===== config.mk =====
export PLATFORM = sky130hd
export DESIGN_NAME = synth_pwm_bank
export DESIGN_NICKNAME = d
export VERILOG_FILES = /design/src/rtl/synth_pkg.sv /design/src/rtl/synth_pwm_chan.sv /design/src/rtl/synth_pwm_bank.sv
export SDC_FILE = /design/constraint.sdc
export NUM_CORES = 1
export LEC_CHECK = 0
export BUFFER_PORTS_ARGS = -buffer_cell sky130_fd_sc_hd__clkbuf_2
export CAP_MARGIN = 5
export CORE_MARGIN = 2
export CORE_UTILIZATION = 36
export DETAILED_ROUTE_END_ITERATION = 10
export GPL_TIMING_DRIVEN = 1
export PLACE_DENSITY = 0.53
export SYNTH_ARGS = -nofsm -noshare
export SYNTH_HDL_FRONTEND = slang
export SYNTH_SLANG_ARGS = --single-unit
export TNS_END_PERCENT = 20

===== constraint.sdc =====
create_clock -name clk -period 8 [get_ports clk]
set_input_delay 2 -clock clk [delete_from_list [all_inputs] [get_ports clk]]
set_output_delay 2 -clock clk [all_outputs]
set_load 0.03 [all_outputs]

===== src/rtl/synth_pkg.sv =====
// Shared constants for the synth peripheral blocks: register map offsets
// and the PWM bank defaults.
package synth_pkg;

    localparam int PWM_REG_DUTY0 = 0;
    localparam int PWM_REG_MASK  = 8;
    localparam int PWM_REG_CTRL  = 9;

    localparam logic [9:0] PWM_BASE_ADDR    = 10'h3F0;
    localparam int         PWM_DEFAULT_BITS = 8;
    // The register window covers 16 words, so 4 address bits select the register.
    localparam int         PWM_WINDOW_BITS  = 4;

endpackage


===== src/rtl/synth_pwm_chan.sv =====
// One PWM channel: shadow/active duty pair, phase-offset comparator and
// registered output.
module synth_pwm_chan
    import synth_pkg::*;
#(
    parameter int PWM_BITS = PWM_DEFAULT_BITS,
    parameter int PHASE    = 0
) (
    input  logic                clk,
    input  logic                reset,
    input  logic                duty_we,
    input  logic [PWM_BITS-1:0] duty_wdata,
    input  logic                load,
    input  logic                enable,
    input  logic                mask,
    input  logic [PWM_BITS-1:0] cnt,
    output logic                pwm
);

    logic [PWM_BITS-1:0] duty_shadow;
    logic [PWM_BITS-1:0] duty_active;
    logic [PWM_BITS-1:0] phase_cnt;

    // Truncation to PWM_BITS gives the modulo-period wrap for free.
    assign phase_cnt = cnt + PWM_BITS'(PHASE);

    // NOTE: non-blocking assignments make every right-hand side read the
    // pre-edge value, which is what lets a write and a load share one edge.
    always_ff @(posedge clk or posedge reset) begin
        if (reset) begin
            duty_shadow <= '0;
            duty_active <= '0;
            pwm         <= 1'b0;
        end else begin
            if (load) begin
                duty_active <= duty_shadow;
            end
            if (duty_we) begin
                duty_shadow <= duty_wdata;
            end
            pwm <= enable & mask & (phase_cnt < duty_active);
        end
    end

endmodule


===== src/rtl/synth_pwm_bank.sv =====
// Memory-mapped PWM audio bank that snoops the core write bus. Optional
// phase staggering of channel carriers: SYNTH_PWM_PHASE_STAGGER_EN.
module synth_pwm_bank
    import synth_pkg::*;
#(
    parameter int                NUM_CH    = 8,
    parameter int                ADDR_W    = 10,
    parameter int                DATA_W    = 16,
    parameter logic [ADDR_W-1:0] BASE_ADDR = ADDR_W'(PWM_BASE_ADDR),
    parameter int                PWM_BITS  = PWM_DEFAULT_BITS
) (
    input  logic              clk,
    input  logic              reset,
    input  logic              wr_en,
    input  logic [ADDR_W-1:0] wr_addr,
    input  logic [DATA_W-1:0] wr_data,
    output logic [NUM_CH-1:0] pwm_out,
    output logic              period_tick,
    output logic              enabled
);

    localparam int                  WIN_W   = PWM_WINDOW_BITS;
    localparam logic [PWM_BITS-1:0] CNT_MAX = '1;

`ifdef SYNTH_PWM_PHASE_STAGGER_EN
    localparam int PHASE_STEP = (1 << PWM_BITS) / NUM_CH;
`else
    localparam int PHASE_STEP = 0;
`endif

    logic                in_window;
    logic [WIN_W-1:0]    offset;
    logic [NUM_CH-1:0]   duty_we;
    logic                mask_we;
    logic                ctrl_we;
    logic                enable;
    logic                load;
    logic [PWM_BITS-1:0] cnt;
    logic [NUM_CH-1:0]   mask_shadow;
    logic [NUM_CH-1:0]   mask_active;
    logic                unused_data_bits;

    assign in_window = wr_en && (wr_addr[ADDR_W-1:WIN_W] == BASE_ADDR[ADDR_W-1:WIN_W]);
    assign offset    = wr_addr[WIN_W-1:0];

    // NOTE: every output of this block gets a default first, so no path can
    // leave one unassigned and infer a latch.
    always_comb begin
        duty_we = '0;
        mask_we = 1'b0;
        ctrl_we = 1'b0;
        if (in_window) begin
            if (offset == WIN_W'(PWM_REG_MASK)) begin
                mask_we = 1'b1;
            end else if (offset == WIN_W'(PWM_REG_CTRL)) begin
                ctrl_we = 1'b1;
            end else begin
                for (int k = 0; k < NUM_CH; k++) begin
                    if (offset == WIN_W'(PWM_REG_DUTY0 + k)) begin
                        duty_we[k] = 1'b1;
                    end
                end
            end
        end
    end

    // While disabled the active registers track the shadows every cycle.
    assign load        = enable ? (cnt == CNT_MAX) : 1'b1;
    assign period_tick = enable && (cnt == CNT_MAX);
    assign enabled     = enable;

    always_ff @(posedge clk or posedge reset) begin
        if (reset) begin
            enable      <= 1'b0;
            cnt         <= '0;
            mask_shadow <= '0;
            mask_active <= '0;
        end else begin
            if (ctrl_we) begin
                enable <= wr_data[0];
            end
            cnt <= enable ? cnt + 1'b1 : '0;
            if (load) begin
                mask_active <= mask_shadow;
            end
            if (mask_we) begin
                mask_shadow <= wr_data[NUM_CH-1:0];
            end
        end
    end

    for (genvar k = 0; k < NUM_CH; k++) begin : g_chan
        synth_pwm_chan #(
            .PWM_BITS (PWM_BITS),
            .PHASE    (k * PHASE_STEP)
        ) u_chan (
            .clk        (clk),
            .reset      (reset),
            .duty_we    (duty_we[k]),
            .duty_wdata (wr_data[PWM_BITS-1:0]),
            .load       (load),
            .enable     (enable),
            .mask       (mask_active[k]),
            .cnt        (cnt),
            .pwm        (pwm_out[k])
        );
    end

    // Upper data bits carry nothing for this block.
    assign unused_data_bits = ^wr_data[DATA_W-1:PWM_BITS];

endmodule


==> results.md, run 1 <==
- DRT antenna net count: 0
- Crit path kind: reg2out
- Crit end category: output port
- Most frequent cells in the layout: dfrtp_1 (161), mux2_2 (144), inv_1 (57), ha_1 (57), clkbuf_2 (30)
- Routed vias/inst: 4.97
- Critical-path cell list: ha_1 -> nand3_1 -> nor3_1 -> clkbuf_2
- Worst Setup Start Kind: flop
- Routed wire length: 16400 um
- Final setup TNS: 0 ns
- Status: completed
- HPWL Detailed: 10100 um
- Clock-pin slew on the worst setup and hold paths: 0.06 ns
- Post-Synthesis Cells: 585
- H-tree Lvls: 4
- Initial Utilization: 36.7%
- Total track usage: 15.8%
- First-pass GRT wire length: 26000 um
- Standard-cell rows: 53
- # port buffers: 30
- Critical Path Source: cnt[1]$_DFF_PP0_
- Clock skew: 0.00579 ns
- Max Freq: 0.233 GHz
- Worst Setup EP: period_tick
- CTS root buffer: clkbuf_16
- Number of buffers created by CTS: 17
- Vias: 4494
- Final setup fails: 0
- TritonCTS clock tree: done
- Crit-path max FO: 10
- Setup WS pre-CTS: 3.67 ns
- Placer Congestion: 0.747
- Met2 Use GR: 24.5%
- Crit path time final: 4.29 ns
- IO Count: 39
- Most common cell after layout, fill and taps aside: dfrtp_1
- Final period util: 53.6%
- Number of enable flip-flop cells after synthesis: 0
- DP Area: 8050 sq um
- Register area share after synthesis: 52.4%
- CP peak stage delay: 0.77 ns
- Ys async rst share: 100%
- Hold buffers post-CTS: 0
- Post-CTS setup buffers: 0
- CP arrival: 2.29 ns
- Yosys reg bits: 161
- Grt total ovfl: 0
- Reg2reg path depth: 5
- Drt first pass iters: 4
- Routed len/inst: 18.2 um
- Area growth, synth to finish: 12.5%
- Slowest cell on crit path: dfrtp_1
- Worst-margin pin slew: 1.02 ns
- PwrDens: 198 nW/um^2
- Largest net degree at the start of global routing: 98
- Leakage power: 0.00422 uW
- GRT busiest layer: met2
- Vias in the first global route: 4657
- Final worst slack: 3.71 ns
- YS warnings: 0
- Worst reg-to-reg setup slack: 4.76 ns
- Final nets: 702
- Tot Pwr: 1710 uW
- FF-to-FF End: g_chan[0].u_chan.duty_active[5]$_DFFE_PP0P_
- Design Area, Final: 8640 sq um
- Syn avg cell area: 13.1 sq um
- Worst path required time: 6.00 ns
- Fin. max-slew vios: 0
- Worst r2r src: cnt[1]$_DFF_PP0_
- Clk sink count: 161
- Syn_nets: 671
- Clock tree buffer depth: 2
- Die Width: 150 um
- Unrepaired setup endpoints after global routing: no
- Syn Std Cell Area: 7680 sq um
- Residual DRC: 0
- Core area: 21000 sq um
- MaxCap Viol Count: 0
- Clock Latency Late Sink: 0.42 ns
- First DRT Iteration DRCs: 165
- Routing usage on met1: 21.4%
- GR Util met3: 3.06%
- # diodes: 0
- Post-cts sizing count: 0
- Max VDD drop: 128 uV
- Die ar.: 22500 sq um
- Layout cells sized above 1: 35.0%
- Yosys cell types: 31
- HP Class: reg2reg
- Hold Fails Final Rpt: 0
- Filler cell count: 1998
- Die Y: 150 um
- Ys flop type: dfrtp_1
- Antenna violations before repair: 0
- Slew margin rel.: 31.5%
-- registers in the layout, summed over array words and instances (netlist names) --
name and cells:
cnt 8, enabled 1, g_chan.u_chan.duty_active 64, g_chan.u_chan.duty_shadow 64, g_chan.u_chan.pwm 8, mask_active 8
mask_shadow 8
-- synth_stat cells (all sizes together), types with 3 or more instances --
master	instances	share of area [%]
mux2	145	21
a21oi	17	1.1
inv	58	2.8
nor3b	8	0.78
or3	3	0.24
nand2	21	1.0
nand3	5	0.33
nor2	20	0.98
ha	57	9.3
nor4	10	2.6
dfrtp	161	52
buf	19	2.1
and3b	6	0.68
o211ai	12	1.2
nand2b	4	0.33
o21ai	22	1.5
nor3	3	0.20
-- worst max-delay path: cells and delay by family (launching register included) --
family / cells / cell delay (ns)
DFF: 1 / 0.77
and+or+nand+nor: 2 / 0.48
adders and majority gates: 1 / 0.35
buffers and inverters: 1 / 0.27
-- cell families (layout without fill, tap and decap cells) --
logic type,count (synthesis),count (layout),share of synthesized area (%)
AOI/OAI and AO/OA,53,53,3.96
adders and majority gates,57,57,9.28
DFF,161,161,52.4
buffers and inverters,79,123,5.00
muxes,145,145,21.3
xor gates and xnor gates,3,3,0.342
and+or+nand+nor,87,87,7.73
-- where the power goes --
| part | internal [uW] | total, uW | switching, uW |
|---|---|---|---|
| combinational | 19.5 | 64.7 | 45.2 |
| clock | 490 | 816 | 327 |
| sequential | 825 | 831 | 6.02 |
| total | 1330 | 1710 | 378 |
-- metal layers --
metal | vias to the layer above | share of wire [%]
li1 | 2103 | -
met3 | 29 | 3.7
met5 | - | 0
met2 | 76 | 47
met1 | 2286 | 47
met4 | 0 | 2.9
-- layout make-up --
type                       instances  area, sq um  share of cell area, %
clock buffer                      18          429                   4.97
clock inverter                    14          165                   1.91
inverter                          58          223                   2.58
multi-input combinational        345         3280                   37.9
sequential                       161         4030                   46.6
tap                              275          344                   3.98
timing repair buffer              33          173                   2.00
-- metrics by stage --
stage / hold slack, ns / utilization (%) / cells
after floorplan: 0.452 / - / 585
final: 0.482 / 41.2 / 904
after global routing: 0.509 / 41.2 / 904
after CTS: 0.483 / 41.2 / 904
after global placement: 0.468 / 38.4 / 872
after detailed placement: 0.470 / 38.4 / 872
-- worst min path at each step --
stage                     slack (ns)                                   startpoint  cells after the start                                           to
final                           0.48  g_chan[0].u_chan.duty_shadow[0]$_DFFE_PP0P_                      1  g_chan[0].u_chan.duty_shadow[0]$_DFFE_PP0P_
after global routing            0.51  g_chan[0].u_chan.duty_shadow[0]$_DFFE_PP0P_                      1  g_chan[0].u_chan.duty_shadow[0]$_DFFE_PP0P_
after CTS                       0.48  g_chan[0].u_chan.duty_shadow[0]$_DFFE_PP0P_                      1  g_chan[0].u_chan.duty_shadow[0]$_DFFE_PP0P_
after detailed placement        0.47  g_chan[0].u_chan.duty_shadow[0]$_DFFE_PP0P_                      1  g_chan[0].u_chan.duty_shadow[0]$_DFFE_PP0P_
after global placement          0.47  g_chan[0].u_chan.duty_shadow[0]$_DFFE_PP0P_                      1  g_chan[0].u_chan.duty_shadow[0]$_DFFE_PP0P_
after floorplan                 0.45  g_chan[0].u_chan.duty_shadow[0]$_DFFE_PP0P_                      1  g_chan[0].u_chan.duty_shadow[0]$_DFFE_PP0P_
Power figures use the tool's default switching activity.
==> inputs of run 2 (changes only) <==
==> constraint.sdc (replaced) <==
create_clock -name clk -period 4.2 [get_ports clk]
set_input_delay 1.05 -clock clk [delete_from_list [all_inputs] [get_ports clk]]
set_output_delay 1.05 -clock clk [all_outputs]
set_load 0.03 [all_outputs]
==> run 2 against run 1 <==
Sequential share of layout area is 0.61 points lower. Non-clock buffer count is 8 higher. Flip-flop and latch count stayed put. Critical endpoint unchanged. Hold slack better by 0.010 ns. Routed wire length is 1.3% higher. Clock skew is 0.0021 ns higher. Clock power is 100% higher. Critical path type unchanged. Die area stayed put. Power is 96% higher.
==> results.md, run 2 (synthesized netlist as in run 1, its figures left out) <==
- Clk sink count: 161 (unchanged)
- # port buffers: 30 (unchanged)
- Die ar.: 22500 sq um (unchanged)
- Area growth, synth to finish: 13.9%
- CP peak stage delay: 0.83 ns (+0.06 ns)
- Slew margin rel.: 43.7% (+12 points)
- Critical-path cell list: nand4_1 -> nor3_1 -> clkbuf_2
- Met2 Routed Length: 8380 um (+9.2%)
- Post-cts sizing count: 0 (unchanged)
- Area of the multi-input gates: 3280 sq um (unchanged)
- First-pass GRT wire length: 26500 um (+2.0%)
- Final nets: 710 (+1.1%)
- Die Width: 150 um (unchanged)
- Final worst slack: 0.816 ns (-2.90 ns)
- Drt first pass iters: 5 (+1)
- Routed vias/inst: 4.96 (-0.19%)
- Die Y: 150 um (unchanged)
- DRT antenna net count: 0 (unchanged)
- Worst Min Path Start: g_chan[0].u_chan.duty_shadow[0]$_DFFE_PP0P_
- Worst path required time: 3.15 ns (-2.85 ns)
- Worst r2r src: cnt[5]$_DFF_PP0_
- Crit-path max FO: 12 (+2)
- MaxCap Viol Count: 0 (unchanged)
- Clock Latency Late Sink: 0.42 ns (about the same)
- Crit path time final: 3.38 ns
- Leakage power: 0.00428 uW (+1.3%)
- Final setup TNS: 0 ns (unchanged)
- Hold buffers post-CTS: 0 (unchanged)
- Biggest regs: g_chan.u_chan.duty_active (64), g_chan.u_chan.duty_shadow (64)
- Proportion of power drawn by the clock network: 49.1% (+1.4 points)
- CP arrival: 2.33 ns (+0.04 ns)
- HP Class: reg2reg
- Seq pwr share: 47.1% (-1.4 points)
- Total track usage: 15.9% (+0.14 points)
- IO Count: 39 (unchanged)
- Clock tree buffer depth: 2 (unchanged)
- Sw Ratio: 21.5% (-0.54 points)
- Cell internal pwr: 2640 uW (+98%)
- Clock-pin slew on the worst setup and hold paths: 0.06 ns (about the same)
- Antenna violations before repair: 0 (unchanged)
- Crit path kind: reg2out
- Worst-margin pin slew: 0.841 ns (-0.183 ns)
- Final period util: 80.6%
- Unrepaired setup endpoints after global routing: no
- Met3 routed WL: 486 um (-20%)
- Worst Setup EP: period_tick
- Register area: 4030 sq um (unchanged)
- Net Switching: 724 uW (+92%)
- Filler cell count: 1952 (-2.3%)
- Dpl cells: 880 (+0.92%)
- Reg2reg path depth: 4 (-1)
- Worst reg-to-reg setup slack: 1.30 ns (-3.46 ns)
- Vias in the first global route: 4837 (+3.9%)
- Residual DRC: 0 (unchanged)
- Highest metal used: met4
- Vias: 4525 (+0.69%)
- Standard-cell rows: 53 (unchanged)
- PwrDens: 384 nW/um^2 (+94%)
- # diodes: 0 (unchanged)
- Max VDD drop: 276 uV (+120%)
- Hold depth: 1 (unchanged)
- Met1 WL: 7490 um (-2.4%)
- Status: completed
- Grt total ovfl: 0 (unchanged)
- Initial Utilization: 36.7% (unchanged)
- Largest net degree at the start of global routing: 41 (-58%)
- Slowest cell on crit path: dfrtp_1
- Comb pwr share: 3.8% (about the same)
- Number of buffers created by CTS: 17 (unchanged)
- Core area: 21000 sq um (unchanged)
- Most frequent cells in the layout: dfrtp_1 (161), mux2_2 (144), inv_1 (57), ha_1 (57), clkbuf_2 (30)
- H-tree Lvls: 4 (unchanged)
- HPWL Detailed: 10600 um (+4.9%)
- Post-CTS setup buffers: 0 (unchanged)
- FF-to-FF End: g_chan[4].u_chan.duty_active[7]$_DFFE_PP0P_
- Critical Path Source: cnt[5]$_DFF_PP0_
- CTS root buffer: clkbuf_16
- Worst Setup Start Kind: flop
- Number of cells in the finished layout apart from fillers: 912 (+0.88%)
- First DRT Iteration DRCs: 197 (+19%)
- TritonCTS clock tree: done
- Setup WS pre-CTS: 1.28 ns (-2.39 ns)
- Routed len/inst: 18.3 um (+0.45%)
- Clock skew: 0.00792 ns (+0.00214 ns)
- Max Freq: 0.296 GHz
- Layout cells sized above 1: 35.9% (+0.97 points)
- Placer Congestion: 0.763 (+2.3%)
- Most common cell after layout, fill and taps aside: dfrtp_1
- Routed wire length: 16700 um (+1.3%)
- Fin. max-slew vios: 0 (unchanged)
- Hold Fails Final Rpt: 0 (unchanged)
- Final setup fails: 0 (unchanged)
- Crit end category: output port
run 2: worst min path at each step:
stage                                                  endpoint  slack, ns
floorplan           g_chan[0].u_chan.duty_shadow[0]$_DFFE_PP0P_       0.45
global placement    g_chan[0].u_chan.duty_shadow[0]$_DFFE_PP0P_       0.47
detailed placement  g_chan[0].u_chan.duty_shadow[0]$_DFFE_PP0P_       0.48
CTS                 g_chan[0].u_chan.duty_shadow[0]$_DFFE_PP0P_       0.49
global route        g_chan[5].u_chan.duty_active[4]$_DFFE_PP0P_       0.51
finish              g_chan[0].u_chan.duty_shadow[0]$_DFFE_PP0P_       0.49
run 2: metrics by stage:
| stage | hold WS [ns] | power, uW | util, % | instance area, sq um |
|---|---|---|---|---|
| after detailed placement | 0.478 | 1740 | 38.7 | 8120 |
| after CTS | 0.492 | 3400 | 41.8 | 8750 |
| after global routing | 0.511 | 3480 | 41.8 | 8750 |
| final | 0.492 | 3360 | 41.8 | 8750 |
| after floorplan | 0.452 | 1690 | - | 7690 |
| after global placement | 0.467 | 1740 | 38.7 | 8120 |
run 2: per-layer routing:
metal  GRT usage (%)  vias up
li1                -     2113
met1            20.0     2324
met2            27.5       67
met3            2.85       21
met4            5.75        0
met5               0        -
run 2: final cells by class:
cell class              count  share of cell area (%)
inverters                  58                    2.53
well taps                 275                    3.93
clock inverters            13                    2.10
clock buffers              19                    5.17
flip-flops and latches    161                    46.0
repair buffers             41                    2.80
multi-input cells         345                    37.4
run 2: power groups by stage:
stage / clock network [uW] / registers (uW) / logic (uW)
finish: 1650 / 1580 / 128
detailed placement: 0 / 1610 / 132
floorplan: 0 / 1610 / 79.7
global placement: 0 / 1610 / 128
global route: 1750 / 1580 / 143
CTS: 1690 / 1580 / 132
run 2: worst max-delay path: cells and delay by family, from the launching register on:
| kind | cells | cell delay, ns |
|---|---|---|
| buffers and inverters | 1 | 0.28 |
| DFF | 1 | 0.83 |
| and+or+nand+nor | 2 | 0.80 |
